<file path="config.mk">
export PLATFORM = sky130hd
export DESIGN_NAME = mux_arb_nto1
export DESIGN_NICKNAME = d
export VERILOG_FILES = /design/src/rtl/mux_arb_nto1.sv
export SDC_FILE = /design/constraint.sdc
export NUM_CORES = 1
export LEC_CHECK = 0
export ABC_AREA = 1
export ABC_CLOCK_PERIOD_IN_PS = 1300
export CAP_MARGIN = 25
export CORE_AREA = 4 4 41 43
export DETAILED_ROUTE_END_ITERATION = 7
export DIE_AREA = 0 0 45 47
export DONT_BUFFER_PORTS = 1
export GPL_TIMING_DRIVEN = 0
export SYNTH_ARGS = -nofsm -noshare
export SYNTH_HDL_FRONTEND = slang
export SYNTH_SLANG_ARGS = --single-unit
</file>
<file path="constraint.sdc">
create_clock -name clk -period 1.3 [get_ports clk]
set_input_delay 0.065 -clock clk [delete_from_list [all_inputs] [get_ports clk]]
set_output_delay 0.065 -clock clk [all_outputs]
set_load 0.05 [all_outputs]
</file>
<file path="src/rtl/mux_arb_nto1.sv">
// N-input registered multiplexer with fixed-priority or round-robin arbitration
// and a single valid/ready output stage capable of one transfer per cycle.
module mux_arb_nto1 #(
  parameter int WIDTH = 4,
  parameter int N     = 2,
  parameter int RR    = 1,
  localparam int SELW = (N > 1) ? $clog2(N) : 1
) (
  input  logic                 clk,
  input  logic                 rst,
  input  logic [N*WIDTH-1:0]   in_data,
  input  logic [N-1:0]         in_valid,
  output logic [N-1:0]         in_ready,
  output logic [WIDTH-1:0]     out_data,
  output logic                 out_valid,
  input  logic                 out_ready,
  output logic [SELW-1:0]      out_src
);

  logic [SELW-1:0]  rr_ptr_q, rr_ptr_d;
  logic [SELW-1:0]  out_src_q, out_src_d;
  logic [WIDTH-1:0] out_data_q, out_data_d;
  logic             out_valid_q, out_valid_d;
  logic [SELW-1:0]  gnt_idx;
  logic             gnt_any;
  logic             can_load;
  logic             load;

  // Arbitration: scan from rr_ptr (round-robin) or from 0 (fixed priority),
  // wrapping at N so indices >= N are never produced.
  always_comb begin
    int idx;
    idx     = 0;
    gnt_any = 1'b0;
    gnt_idx = '0;
    for (int k = 0; k < N; k++) begin
      idx = (RR != 0) ? int'(rr_ptr_q) + k : k;
      if (idx >= N) idx = idx - N;
      if (!gnt_any && in_valid[SELW'(idx)]) begin
        gnt_any = 1'b1;
        gnt_idx = SELW'(idx);
      end
    end
  end

  assign can_load = ~out_valid_q | out_ready;
  assign load     = gnt_any & can_load & ~rst;

  always_comb begin
    in_ready = '0;
    if (load) in_ready[gnt_idx] = 1'b1;
  end

  always_comb begin
    out_valid_d = out_valid_q;
    out_data_d  = out_data_q;
    out_src_d   = out_src_q;
    rr_ptr_d    = rr_ptr_q;
    if (load) begin
      out_valid_d = 1'b1;
      out_data_d  = in_data[int'(gnt_idx)*WIDTH +: WIDTH];
      out_src_d   = gnt_idx;
      if (RR != 0)
        rr_ptr_d = (gnt_idx == SELW'(N-1)) ? '0 : gnt_idx + SELW'(1);
    end else if (out_ready) begin
      out_valid_d = 1'b0;
    end
  end

  // Output stage register
  always_ff @(posedge clk) begin
    if (rst) begin
      out_valid_q <= 1'b0;
      out_data_q  <= '0;
      out_src_q   <= '0;
      rr_ptr_q    <= '0;
    end else begin
      out_valid_q <= out_valid_d;
      out_data_q  <= out_data_d;
      out_src_q   <= out_src_d;
      rr_ptr_q    <= rr_ptr_d;
    end
  end

  assign out_data  = out_data_q;
  assign out_valid = out_valid_q;
  assign out_src   = out_src_q;

endmodule

</file>
==> run_results.csv, run 1 <==
group,metric,value,unit
status,status,"completed",
route,ant_nets,0,
critical_path,worstPathMaxFanout,3,
route,totalWireLength,748,µm
die,io_pins,21,
sta,tightest_slew,0.5148,ns
clock_network,cts_tree,"yes",
place,gp_congestion,0.7433,
die,fp.coreArea,1301,µm²
power,power_density,1696,nW/µm²
global_routing,grt_overflow,0,
finish,instances_no_fill,75,
route,post-route-drc-count,0,
worst_hold_path,holdPathStages,4,
place,hpwl,584.6,µm
global_routing,grt_pass1_vias,273,
run,maxCapViolCount,0,
critical_path,reg2reg_to,"out_data[2]",
critical_path,regToRegStartpoint,"out_valid",
power,power.leakage,0.0002513,µW
power,ir_drop,712.3,µV
clock_network,clock-sinks,7,
logic_synthesis,syn_inst,53,
global_routing,grt_start_max_net_pins,10,
logic_synthesis,synth-seq-area-share,37.21,%
finish,layout_commonest_cell,"nand2_1",
clock_network,clk_path_buf_depth,2,
die,floorplan.die_area,2115,µm²
critical_path,cp.arrival,1.22,ns
finish,fillers,156,
logic_synthesis,ys_seq_elements,7,
finish,num_antenna_cells,0,
sta,max_slew_margin,65.64,%
route,drt_iter0_drc,11,
sta,period_minus_slack,1.290,ns
critical_path,reg2reg_slack,0.27,ns
critical_path,path_class,"reg2out",
finish,final_cell_mix,"27 x nand2_1, 6 x dfxtp_1, 4 x nand3_1, 3 x nand2_4, 3 x clkbuf_4",
die,die_y,47,µm
sta,setup_slack,0.01012,ns
clock_network,root_buffer,"clkbuf_4",
finish,nNetsFinal,74,
clock_network,worstSkewPairLatency,0.25,ns
sta,whs,0.02024,ns
route,routed_via_density,4.320,
power,total_power,798.1,µW
clock_network,cts.htree.levels,1,
worst_hold_path,hold_path_startpoint,"in_data[1]",
place,io_buffers,0,
logic_synthesis,syn_nets,66,
logic_synthesis,netlist_area,376.6,µm²
sta,slew_violations,0,
finish,drive_gt1_share,30.00,%
sta,fin_crit_sh,99.22,%
logic_synthesis,synth_warnings,0,
logic_synthesis,synth_cell_types,14,
sta,maxClockFrequency,775.3,MHz
logic_synthesis,syn_avg_cell_area,7.106,µm²
critical_path,endpoint_kind,"primary output",
die,fp.dieW,45,µm
global_routing,grt_pass1_wl,1.166,mm
critical_path,startpoint_type,"flip-flop",
global_routing,antenna_found_initial,0,
global_routing,grt_usage,7.984,%
clock_network,cts_buffers,3,
route,wl_per_cell,9.973,µm
place,pre_cts_ws,-0.02361,ns
route,vias,324,
clock_network,clk_transition_reported_paths,0.05,ns
critical_path,r2r_cells,5,
sta,skew,0.002193,ns
place,placed_cells,68,
die,row_count,13,
route,drtPass1Iterations,3,
worst_hold_path,worstHoldPathType,"in2reg",
sta,finalHoldViolCount,0,
die,start_util,28.94,%
sta,rsz0062_at_grt,"true",
critical_path,cp.required,1.24,ns
finish,area_growth,24.92,%
sta,setup_viol,0,
worst_hold_path,hold_path_end,"out_data[1]",
[cell type report]
| cell class | count | area (µm²) | area share [%] |
|---|---|---|---|
| Buffer | 2 | 18.77 | 3.989 |
| Clock buffer | 4 | 26.28 | 5.585 |
| Inverter | 6 | 28.78 | 6.117 |
| Multi-Input combinational cell | 38 | 205.2 | 43.62 |
| Sequential cell | 7 | 143.9 | 30.59 |
| Tap cell | 15 | 18.77 | 3.989 |
| Timing Repair Buffer | 3 | 28.78 | 6.117 |
[metrics by stage]
step            TNS [ns]  util [%]  cell area, µm²
2_1_floorplan          0         -           379.1
3_3_place_gp   -0.007668     30.58           397.9
3_5_place_dp    -0.03273     30.58           397.9
4_1_cts         -0.06773     34.33           446.7
5_1_grt         -0.08564     36.15           470.5
6_report               0     36.15           470.5
[sequential cells by signal, summed over array words and instances (netlist names)]
register,flops
out_data,4
out_src,1
out_valid,1
rr_ptr_q,1
[how the worst max path moves through the flow]
stage                     cells past startpoint  startpoint          end
final                                         4   out_valid  in_ready[0]
after CTS                                     5   out_valid  in_ready[1]
after floorplan                               3   out_valid  in_ready[0]
after global routing                          5   out_valid  in_ready[1]
after global placement                        5   out_valid  in_ready[1]
after detailed placement                      5   out_valid  in_ready[1]
[per-layer routing]
| layer | GRT usage, % | share of wire (%) | up-vias | routed length [µm] |
|---|---|---|---|---|
| met5 | 0 | 0 | - | 0 |
| met4 | 7.018 | 0 | 0 | 0 |
| met3 | 4.215 | 14 | 0 | 101 |
| met2 | 9.040 | 40 | 19 | 298 |
| met1 | 10.48 | 47 | 133 | 348 |
| li1 | - | - | 172 | - |
[synthesized netlist by cell type (all sizes together)]
library cell  number  area (µm²)
nand2             30       130.1
nand3              5       37.54
dfxtp              7       140.1
inv                6       25.03
a21oi              2       21.27
buf                2       18.77
nor2               1       3.750
[what timing repair did]
item,CTS,global route
hold endpoints to repair,6,0
hold buffers,1,0
setup endpoints to repair,2,1
cloned,0,0
pin swaps,0,1
gates resized for setup,4,2
buffers inserted,0,2
[logic make-up (layout without fill, tap and decap cells)]
group / after synthesis / count (layout) / synth area share (%)
AO/OA/AOI/OAI: 2 / 2 / 5.648
flip-flops: 7 / 7 / 37.21
buffers and inverters: 8 / 15 / 11.63
AND/OR/NAND/NOR: 36 / 36 / 45.52
[report_power, final]
group          internal, µW  switching, µW  leakage, µW
clock network           117           82.0    0.0000150
registers               252           92.8    0.0000584
logic                  86.9            167     0.000178
total                   456            342     0.000251
[critical path, cell delays in order, from the launching register on]
cell and delay (ns):
dfxtp_4 0.40, nand2_4 0.09, nand3_4 0.09, buf_6 0.13
nor2_4 0.26
Power figures use the tool's default switching activity.
==> run 2: changes to the inputs <==
--- a/config.mk
+++ b/config.mk
@@ -8,11 +8,14 @@
 export ABC_AREA = 1
 export ABC_CLOCK_PERIOD_IN_PS = 1300
 export CAP_MARGIN = 25
+export CELL_PAD_IN_SITES_DETAIL_PLACEMENT = 1
+export CELL_PAD_IN_SITES_GLOBAL_PLACEMENT = 1
 export CORE_AREA = 4 4 41 43
 export DETAILED_ROUTE_END_ITERATION = 7
 export DIE_AREA = 0 0 45 47
 export DONT_BUFFER_PORTS = 1
 export GPL_TIMING_DRIVEN = 0
+export PLACE_DENSITY_LB_ADDON = 0.1
 export SYNTH_ARGS = -nofsm -noshare
 export SYNTH_HDL_FRONTEND = slang
 export SYNTH_SLANG_ARGS = --single-unit
==> run_results.csv, run 2 (synthesis gave the netlist of run 1 again) <==
group,metric,value,unit
route,post-route-drc-count,0,
die,floorplan.die_area,2115,µm²
sta,rsz0062_at_grt,"true",
sta,skew,0.001409,ns
route,vias,361,
global_routing,grt_pass1_wl,1.490,mm
die,fp.coreArea,1301,µm²
power,total_power,825.1,µW
power,clkPwrFrac,25.2,%
critical_path,path_class,"reg2out",
finish,instances_no_fill,77,
run,maxCapViolCount,0,
status,violations,"negative setup slack",
route,drtPass1Iterations,4,
place,placed_cells,68,
clock_network,root_buffer,"clkbuf_4",
sta,tightest_slew,0.5296,ns
global_routing,grt_overflow,0,
place,pre_cts_ws,-0.03204,ns
finish,layout_commonest_cell,"nand2_1",
global_routing,grt_start_max_net_pins,10,
sta,fin_crit_sh,101.2,%
finish,fillers,171,
sta,finalHoldViolCount,0,
route,totalWireLength,1.031,mm
clock_network,clk_path_buf_depth,2,
route,wl_per_cell,13.39,µm
finish,area_growth,28.90,%
sta,whs,0.02519,ns
clock_network,cts_buffers,3,
power,switchingPower,365.5,µW
clock_network,worstSkewPairLatency,0.25,ns
sta,max_slew_margin,64.65,%
die,row_count,13,
critical_path,worstPathMaxFanout,3,
route,ant_nets,0,
clock_network,clock-sinks,7,
sta,setup_slack,-0.01610,ns
critical_path,cp.arrival,1.25,ns
finish,post-route-util,37.31,%
die,io_pins,21,
finish,num_antenna_cells,0,
status,status,"complete, but fails checks",
global_routing,grt_usage,10.37,%
power,power.share.switching,44.29,%
finish,nNetsFinal,76,
place,gp_congestion,0.7037,
sta,maxClockFrequency,759.8,MHz
finish,final_cell_mix,"27 x nand2_1, 6 x dfxtp_1, 4 x buf_4, 4 x nand3_1",
place,hpwl,810.8,µm
worst_hold_path,worstHoldPathType,"in2reg",
place,io_buffers,0,
finish,largest_register_ffs,4,
power,combPwrFrac,32.9,%
finish,regArea,143.9,µm²
power,power.internal,459.7,µW
finish,drive_gt1_share,32.26,%
power,pwr-share-seq,41.9,%
clock_network,cts_tree,"yes",
power,power.leakage,0.0002594,µW
sta,slew_violations,0,
global_routing,antenna_found_initial,0,
route,routed_via_density,4.688,
power,ir_drop,555.4,µV
critical_path,endpoint_kind,"primary output",
power,power_density,1700,nW/µm²
critical_path,cp.required,1.24,ns
finish,multiInputGateArea,205.2,µm²
sta,period_minus_slack,1.316,ns
die,die_y,47,µm
clock_network,clk_transition_reported_paths,0.06,ns
die,start_util,28.94,%
route,drt_iter0_drc,7,
critical_path,startpoint_type,"flip-flop",
die,fp.dieW,45,µm
sta,setup_viol,1,
clock_network,cts.htree.levels,1,
global_routing,grt_pass1_vias,365,
run 2: critical path: stages, from the launching register on:
cell and delay (ns):
dfxtp_4 0.41, nand2_4 0.09, nand3_4 0.09, buf_6 0.13, nor2_4 0.29
run 2: per-layer routing:
layer / up-vias / wire, µm / track usage, %
li1: 178 / - / -
met1: 166 / 357 / 10.07
met2: 15 / 585 / 19.21
met3: 2 / 79 / 4.981
met4: 0 / 8 / 3.509
met5: - / 0 / 0
run 2: final cells by class:
cell class / count / area share [%]
sequential: 7 / 29.64
clock buffer: 4 / 5.412
multi-input combinational: 38 / 42.27
timing repair buffer: 5 / 9.021
buffer: 2 / 3.866
tap: 15 / 3.866
inverter: 6 / 5.928
run 2: power by group through the flow:
stage	clock network [µW]	logic (µW)	registers, µW
5_1_grt	220	301	348
6_report	208	272	346
3_5_place_dp	0	239	351
4_1_cts	216	255	345
3_3_place_gp	0	226	350
2_1_floorplan	0	202	345
run 2: what timing repair did:
action | CTS | global route
cloned | 0 | 0
gates resized for setup | 4 | 2
endpoints found under the hold margin | 6 | 0
hold buffers | 1 | 0
setup buffers | 0 | 4
pin swaps | 0 | 2
endpoints found under the setup margin | 2 | 1
run 2: worst paths after layout:
| path | depth (start not counted) | from | slack, ns | endpoint |
|---|---|---|---|---|
| worst min register to register | 3 | rr_ptr_q | 0.66 | out_src |
| worst max-delay path | 4 | out_valid | -0.02 | in_ready[0] |
| worst min-delay path | 4 | in_data[0] | 0.03 | out_data[0] |
| worst max register to register | 6 | out_valid | 0.11 | out_data[2] |
run 2: per-stage QoR:
step / area [µm²] / setup TNS (ns)
2_1_floorplan: 379.1 / 0
3_3_place_gp: 397.9 / -0.004514
3_5_place_dp: 397.9 / -0.05404
4_1_cts: 446.7 / -0.07714
5_1_grt: 485.5 / -0.07479
6_report: 485.5 / -0.01610
==> run 3: changes to the inputs <==
--- a/config.mk
+++ b/config.mk
@@ -6,14 +6,14 @@
 export NUM_CORES = 1
 export LEC_CHECK = 0
 export ABC_AREA = 1
-export ABC_CLOCK_PERIOD_IN_PS = 1300
+export ABC_CLOCK_PERIOD_IN_PS = 1260
+export BUFFER_PORTS_ARGS = -buffer_cell sky130_fd_sc_hd__buf_2
 export CAP_MARGIN = 25
 export CELL_PAD_IN_SITES_DETAIL_PLACEMENT = 1
 export CELL_PAD_IN_SITES_GLOBAL_PLACEMENT = 1
-export CORE_AREA = 4 4 41 43
+export CORE_MARGIN = 4
+export CORE_UTILIZATION = 26
 export DETAILED_ROUTE_END_ITERATION = 7
-export DIE_AREA = 0 0 45 47
-export DONT_BUFFER_PORTS = 1
 export GPL_TIMING_DRIVEN = 0
 export PLACE_DENSITY_LB_ADDON = 0.1
 export SYNTH_ARGS = -nofsm -noshare
==> constraint.sdc (replaced) <==
create_clock -name clk -period 1.26 [get_ports clk]
set_input_delay 0.189 -clock clk [delete_from_list [all_inputs] [get_ports clk]]
set_output_delay 0.189 -clock clk [all_outputs]
set_load 0.05 [all_outputs]
==> run_results.csv, run 3 (synthesis gave the netlist of run 1 again) <==
group,metric,value,unit
status,status,"completed",
clock_network,cts_buffers,3,
die,io_pins,21,
sta,max_slew_margin,83.27,%
place,io_buffers,18,
route,drt_iter0_drc,2,
route,wl_met1,397,µm
clock_network,clk_path_buf_depth,2,
route,totalWireLength,967,µm
critical_path,worstPathMaxFanout,3,
route,vias,401,
worst_hold_path,hold_path_startpoint,"rst",
critical_path,cp_slowest_stage_delay,0.35,ns
clock_network,clock-sinks,7,
critical_path,cp.depth,6,
die,start_util,28.24,%
sta,tightest_slew,0.2528,ns
sta,rsz0062_at_grt,"true",
clock_network,cts.htree.levels,1,
worst_hold_path,hold_path_end,"out_valid",
die,floorplan.die_area,2122,µm²
clock_network,cts_tree,"yes",
place,placed_cells,86,
route,post-route-drc-count,0,
power,power_density,1515,nW/µm²
power,total_power,870.2,µW
sta,setup_tns,0,ns
sta,setup_slack,0.0007079,ns
worst_hold_path,holdPathStages,2,
die,fp.coreArea,1334,µm²
route,wl_per_cell,10.18,µm
finish,drive_gt1_share,48.75,%
route,ant_nets,0,
critical_path,critical_path.cell_chain,"nand2_4, nand3_4, inv_4, nand2_4, clkinvlp_4, buf_8",
route,wl_met2,466,µm
clock_network,root_buffer,"clkbuf_4",
global_routing,grt_overflow,0,
critical_path,endpoint_kind,"primary output",
critical_path,startpoint_type,"flip-flop",
power,ir_drop,450.6,µV
route,routed_via_density,4.221,
finish,final_cell_mix,"27 x nand2_1, 16 x buf_2, 7 x buf_4, 6 x dfxtp_1, 4 x nand3_1",
power,power.internal,513.7,µW
power,clkPwrFrac,22.8,%
sta,maxClockFrequency,794.1,MHz
power,combPwrFrac,45.6,%
global_routing,antenna_found_initial,0,
power,switchingPower,356.5,µW
run,maxCapViolCount,0,
critical_path,reg2reg_slack,0.26,ns
critical_path,cp.required,1.07,ns
finish,instances_no_fill,95,
clock_network,clk_transition_reported_paths,0.05,ns
critical_path,path_class,"reg2out",
critical_path,path_delay_family,"flip-flops",
finish,largest_register_ffs,4,
global_routing,grt_usage,10.72,%
power,pwr-share-seq,31.6,%
sta,fin_crit_sh,99.94,%
global_routing,grt_pass1_vias,385,
critical_path,crit_top_cell,"nand2_4",
critical_path,r2r_cells,7,
critical_path,reg2reg_to,"out_data[1]",
place,pre_cts_ws,0.1013,ns
route,drtPass1Iterations,2,
power,power.share.switching,40.97,%
route,wl_met3,80,µm
power,power.leakage,0.0003418,µW
critical_path,crit_buf_inv,3,
critical_path,crit_slowest_cell,"dfxtp_2",
die,fp.dieW,46.06,µm
finish,post-route-util,43.06,%
sta,skew,0.002831,ns
global_routing,grt_start_max_net_pins,10,
critical_path,cp.arrival,1.07,ns
place,gp_congestion,0.6497,
finish,num_antenna_cells,0,
global_routing,grt_pass1_wl,1.559,mm
clock_network,cts_hold_buf,0,
worst_hold_path,worstHoldPathType,"in2reg",
finish,layout_commonest_cell,"nand2_1",
critical_path,regToRegStartpoint,"out_valid",
place,hpwl,765.1,µm
finish,area_growth,52.49,%
sta,slew_violations,0,
die,die_y,46.06,µm
sta,setup_viol,0,
die,row_count,13,
sta,finalHoldViolCount,0,
clock_network,worstSkewPairLatency,0.24,ns
sta,period_minus_slack,1.259,ns
route,dr.max_layer_used,"met4",
finish,nNetsFinal,94,
run 3: layout make-up:
class / count / area [µm²]
Timing Repair Buffer: 23 / 140.1
Sequential cell: 7 / 141.4
Fill cell: 179 / 759.5
Buffer: 2 / 18.77
Multi-Input combinational cell: 38 / 200.2
Tap cell: 15 / 18.77
Clock buffer: 4 / 26.28
Inverter: 6 / 28.78
run 3: worst max-delay path by stage:
stage / from / endpoint / slack (ns)
final: out_valid / in_ready[1] / 0.0007
after global routing: out_valid / in_ready[1] / -0.07
after CTS: out_valid / in_ready[1] / -0.04
after detailed placement: out_valid / in_ready[1] / 0.10
after global placement: out_valid / in_ready[1] / 0.11
after floorplan: out_valid / in_ready[0] / 0.02
run 3: routing by layer:
metal  vias up  track usage [%]
li1        213                -
met1       170            12.15
met2        16            16.76
met3         2            2.734
met4         0            8.523
met5         -                0
run 3: power groups by stage:
| stage | sequential (µW) | combinational (µW) | clock [µW] |
|---|---|---|---|
| 6_report | 275 | 397 | 198 |
| 5_1_grt | 277 | 436 | 232 |
| 4_1_cts | 275 | 394 | 214 |
| 3_5_place_dp | 280 | 367 | 0 |
| 3_3_place_gp | 279 | 367 | 0 |
| 2_1_floorplan | 357 | 212 | 0 |
run 3: stage by stage:
stage                     hold WS (ns)  cell area, µm²
after detailed placement        0.4196           493.0
final                           0.1621           574.3
after CTS                       0.1524           551.8
after global routing            0.1581           574.3
after global placement          0.4227           493.0
after floorplan                 0.2507           384.1
run 3: what timing repair did:
action,4_1_cts,5_1_grt
cloned,0,0
pin swaps,1,1
setup endpoints to repair,2,2
buffers inserted,2,3
gates resized for setup,5,0
